[src/rtl/seg7_modcount_gen.sv]
// rtl/seg7_modcount_gen.sv - modulo up/down counter with prescaler, load, terminal-count pulse and 7-segment decode
module seg7_modcount_gen #(
    parameter int WIDTH          = 4,
    parameter int MODULUS        = 10,
    parameter int DIV_W          = 7,
    parameter bit SEG_ACTIVE_LOW = 1'b0
) (
    input  logic       clk,
    input  logic       rst_n,
    input  logic       ena,
    input  logic [7:0] ui_in,
    input  logic [7:0] uio_in,
    output logic [7:0] uo_out,
    output logic [7:0] uio_out,
    output logic [7:0] uio_oe
);

    localparam logic [WIDTH-1:0] MAX_CNT = WIDTH'(MODULUS - 1);

    logic [WIDTH-1:0] count_q, count_d;
    logic [DIV_W-1:0] div_q, div_d;
    logic             tc_q, tc_d;

    logic [2:0]       sel_s;
    logic [DIV_W-1:0] tick_mask;
    logic             tick;
    logic [3:0]       count4;
    logic [6:0]       seg_raw;
    logic             unused_ok;

    assign unused_ok = ^uio_in;

    always_comb begin
        sel_s = ui_in[5:3];
        if (int'(sel_s) > DIV_W) begin
            sel_s = 3'(DIV_W);
        end
        // An all-zero mask (s == 0) makes every cycle a tick.
        for (int i = 0; i < DIV_W; i++) begin
            tick_mask[i] = (i < int'(sel_s));
        end
        tick = ((div_q & tick_mask) == tick_mask);

        count_d = count_q;
        div_d   = div_q;
        tc_d    = 1'b0;
        if (ena) begin
            div_d = div_q + DIV_W'(1);
            if (ui_in[2]) begin
                count_d = (uio_in[WIDTH-1:0] > MAX_CNT) ? MAX_CNT : uio_in[WIDTH-1:0];
            end else if (ui_in[0] && tick) begin
                if (!ui_in[1]) begin
                    if (count_q == MAX_CNT) begin
                        count_d = '0;
                        tc_d    = 1'b1;
                    end else begin
                        count_d = count_q + WIDTH'(1);
                    end
                end else begin
                    if (count_q == '0) begin
                        count_d = MAX_CNT;
                        tc_d    = 1'b1;
                    end else begin
                        count_d = count_q - WIDTH'(1);
                    end
                end
            end
        end
    end

    always_ff @(posedge clk) begin
        if (!rst_n) begin
            count_q <= '0;
            div_q   <= '0;
            tc_q    <= 1'b0;
        end else begin
            count_q <= count_d;
            div_q   <= div_d;
            tc_q    <= tc_d;
        end
    end

    always_comb begin
        count4             = '0;
        count4[WIDTH-1:0]  = count_q;
        case (count4)
            4'h0:    seg_raw = 7'h3F;
            4'h1:    seg_raw = 7'h06;
            4'h2:    seg_raw = 7'h5B;
            4'h3:    seg_raw = 7'h4F;
            4'h4:    seg_raw = 7'h66;
            4'h5:    seg_raw = 7'h6D;
            4'h6:    seg_raw = 7'h7D;
            4'h7:    seg_raw = 7'h07;
            4'h8:    seg_raw = 7'h7F;
            4'h9:    seg_raw = 7'h6F;
            4'hA:    seg_raw = 7'h77;
            4'hB:    seg_raw = 7'h7C;
            4'hC:    seg_raw = 7'h39;
            4'hD:    seg_raw = 7'h5E;
            4'hE:    seg_raw = 7'h79;
            default: seg_raw = 7'h71;
        endcase
    end

    assign uo_out[6:0] = SEG_ACTIVE_LOW ? ~seg_raw : seg_raw;
    assign uo_out[7]   = ui_in[6] ? tc_q : ui_in[7];
    assign uio_out     = {count4, 4'b0000};
    assign uio_oe      = 8'hF0;

endmodule

[config.mk]
export PLATFORM = sky130hd
export DESIGN_NAME = seg7_modcount_gen
export DESIGN_NICKNAME = d
export VERILOG_FILES = /design/src/rtl/seg7_modcount_gen.sv
export SDC_FILE = /design/constraint.sdc
export NUM_CORES = 1
export LEC_CHECK = 0
export ABC_AREA = 1
export CORE_MARGIN = 3
export CORE_UTILIZATION = 46
export CTS_CLUSTER_DIAMETER = 50
export DETAILED_ROUTE_END_ITERATION = 8
export PLACE_DENSITY = 0.85
export SLEW_MARGIN = 25
export SYNTH_ARGS = -nofsm -noshare
export SYNTH_HDL_FRONTEND = slang
export SYNTH_SLANG_ARGS = --single-unit
[constraint.sdc]
create_clock -name clk -period 2.39 [get_ports clk]
set_input_delay 0.478 -clock clk [delete_from_list [all_inputs] [get_ports clk]]
set_output_delay 0.478 -clock clk [all_outputs]
set_load 0.01 [all_outputs]
==> impl_results.md <==
- Status: finished, final reports clean
- GR Util All Layers: 16.8%
- Initial Util: 49.0%
- Top FF cell, synth: dfxtp_1
- Post-Syn Area: 1360 sq um
- I/O pin cnt: 43
- Antenna-violating nets left: 0
- Core box area: 2780 sq um
- Area grow syn2layout: 28.4%
- Top post-synthesis cells by area: dfxtp_1 28%, nand2_1 15%, buf_4 6.6%
- Layout cell share with drive strength beyond 1: 21.1%
- Max Fanout on Critical Path: 1
- Post-synthesis cell type count: 28
- Via count: 1326
- #FFs+latches synth: 19
- Fin nets: 273
- Die height: 60.4 microns
- Post-synth top cells: 54 x nand2_1, 19 x dfxtp_1, 19 x inv_1
- Final Core Density: 62.9%
- Min-delay src: div_q[2]$_SDFFE_PN0P_
- Max Slew Vio Count: 0
- Cell with the most instances after synthesis: nand2_1
- H-tree depth: 1
- Largest net degree at the start of global routing: 12
- Worst Hold Endpoint: div_q[2]$_SDFFE_PN0P_
- R2R setup slack: 0.37 ns
- Final HPWL DP: 2.22 mm
- Reg2Reg Depth: 16
- Port-buffer cells: 26
- Synth warn: 0
- Vias in the first global route: 1144
- Total power divided by cell area: 442 nW/um^2
- First-pass GRT wire length: 4.72 mm
- Rows: 19
- Register area share after synthesis: 27.9%
- Area leader, netlist: dfxtp_1
- CP arrival: 1.74 ns
- Gpl congestion: 0.878
- Crit. Startpoint: ui_in[6]
- CTS tree: yes
- Via density: 4.77
- Clock skew: 0.00385 ns
- Clk_lat worst skew: 0.30 ns
- Hold Fails Final Rpt: 0
- Critical Path RT: 1.91 ns
- Number of max-cap violations: 0
- Hold Path Class: reg -> reg
- Max stage delay on crit path: 0.48 ns
- DRC Markers: 0
- R2r endpoint: seg_raw[0]$_DFF_P_
- Post-route cell area: 1750 sq um
- GRT overflow: 0
- Multi-input gate area: 810 sq um
- Placed instance area: 1720 sq um
- Die area: 3650 sq um
- Top-area cell type share of the netlist area: 27.9%
- Layout fillers: 261
- Crit Path Class: in -> out
- Inserted Diodes: 0
- Clock buffer depth: 2
- Worst r2r src: count4[0]$_SDFFE_PN0N_
- Num CTS Buffers: 3
- Post-Syn Area per Cell: 6.65 sq um
- RSZ-0062 raised after global routing: no
- Cell Chain, Critical Path: clkdlybuf4s50_1, mux2_2, clkdlybuf4s50_1
- Reg clk slew, reported paths: 0.11 ns
- Peak supply drop: 0.440 mV
- Post-synth EDFFs: 0
- Critical path's most frequent cell: clkdlybuf4s50_1
- Async SR Flop Fraction: 0%
- DRT Wirelength: 2.84 mm
- DR pass1 iterations: 4
- Startpoint class of the critical path: input pin
- Critical Path End Type: output pin
- Hold path depth: 2
- Post-CTS Setup Repair Bufs: 0
- Period utilisation layout: 92.7%
- Initial antenna violation count: 0
- P_leak: 0.855 nW
- Finish-stage setup viols: 0
- Synth Instances: 205
- Register area: 380 sq um
- Initial DRC count: 48
- WL/cell: 10.2 microns
- Slowest CP cell: clkdlybuf4s50_1
- Die W: 60.4 microns
- CTS sink cnt: 19
- Fmax: 451 MHz
- Clock Root Buffer: clkbuf_4
- Fin crit period: 2.22 ns
==> kinds of logic after synthesis <==
group / Yosys count / synth area share (%)
DFF: 19 / 27.9
adders and majority gates: 6 / 5.51
muxes: 1 / 0.826
AOI/OAI and AO/OA: 23 / 9.28
other: 2 / 0.551
buffers and inverters: 42 / 15.6
and+or+nand+nor: 112 / 40.3
==> worst max path at each step <==
stage	to	slack, ns	depth (start not counted)
after floorplan	seg_raw[3]$_DFF_P_	0.48	16
after global placement	seg_raw[0]$_DFF_P_	-0.09	19
after detailed placement	seg_raw[0]$_DFF_P_	-0.17	16
after CTS	seg_raw[0]$_DFF_P_	0.15	16
after global routing	seg_raw[0]$_DFF_P_	0.001	16
final	uo_out[7]	0.17	3
==> power breakdown <==
| group | internal, W | leakage, nW | switching (W) |
|---|---|---|---|
| combinational | 0.000122 | 0.681 | 0.000132 |
| clock | 0.0000624 | 0.0177 | 0.000102 |
| sequential | 0.000341 | 0.156 | 0.0000142 |
| total | 0.000525 | 0.855 | 0.000247 |
==> routing by layer <==
metal | routed length [microns] | global-route usage [%]
met1 | 1280 | 21.8
met4 | 13 | 4.33
met5 | 0 | 0
met3 | 185 | 4.68
met2 | 1360 | 27.8
==> registers in the layout (all words and copies together), names as in the netlist <==
signal and flops:
count4 4, tc_q 1, seg_raw 7, div_q 7
==> what timing repair did <==
item                                    4_1_cts  5_1_grt
gates resized for setup                       0        1
hold buffers                                  0        0
endpoints found under the setup margin        0        1
==> cell type report <==
class | count | area share, %
inverter | 28 | 6.44
timing repair buffer | 42 | 21.7
sequential | 19 | 21.7
multi-input combinational | 154 | 46.3
clock inverter | 1 | 0.286
clock buffer | 3 | 1.29
tap | 31 | 2.22
==> cells in the final DEF (no fill, tap or decap), types with 2 or more instances in the layout <==
cell type         n
nand2_4           2
inv_2             6
nor2_1           14
nor2_2            3
nand3_2           3
o21ai_1           4
inv_1            19
clkdlybuf4s50_1  26
ha_1              5
conb_1           12
a31oi_1           2
o21ai_0           8
nand4_1           3
buf_4            16
a21oi_1           6
nand3_4           2
clkbuf_4          3
nand3_1          17
nand2_2          11
nor3_1            3
dfxtp_1          19
nand2_1          54
==> metrics by stage <==
step	std cells	setup slack [ns]	TNS, ns	total power (W)	hold WS [ns]
floorplan	215	0.480	0	0.000514	0.469
global placement	274	-0.0938	-0.239	0.000610	0.488
detailed placement	274	-0.166	-0.577	0.000614	0.497
CTS	278	0.154	0	0.000775	0.514
global route	278	0.00127	0	0.000822	0.544
finish	278	0.175	0	0.000773	0.512
==> critical path: cells and delay by family <==
kind                   cells  cell delay, ns
multiplexers               1            0.32
buffers and inverters      2            0.94
(Power assumes the default switching activity.)
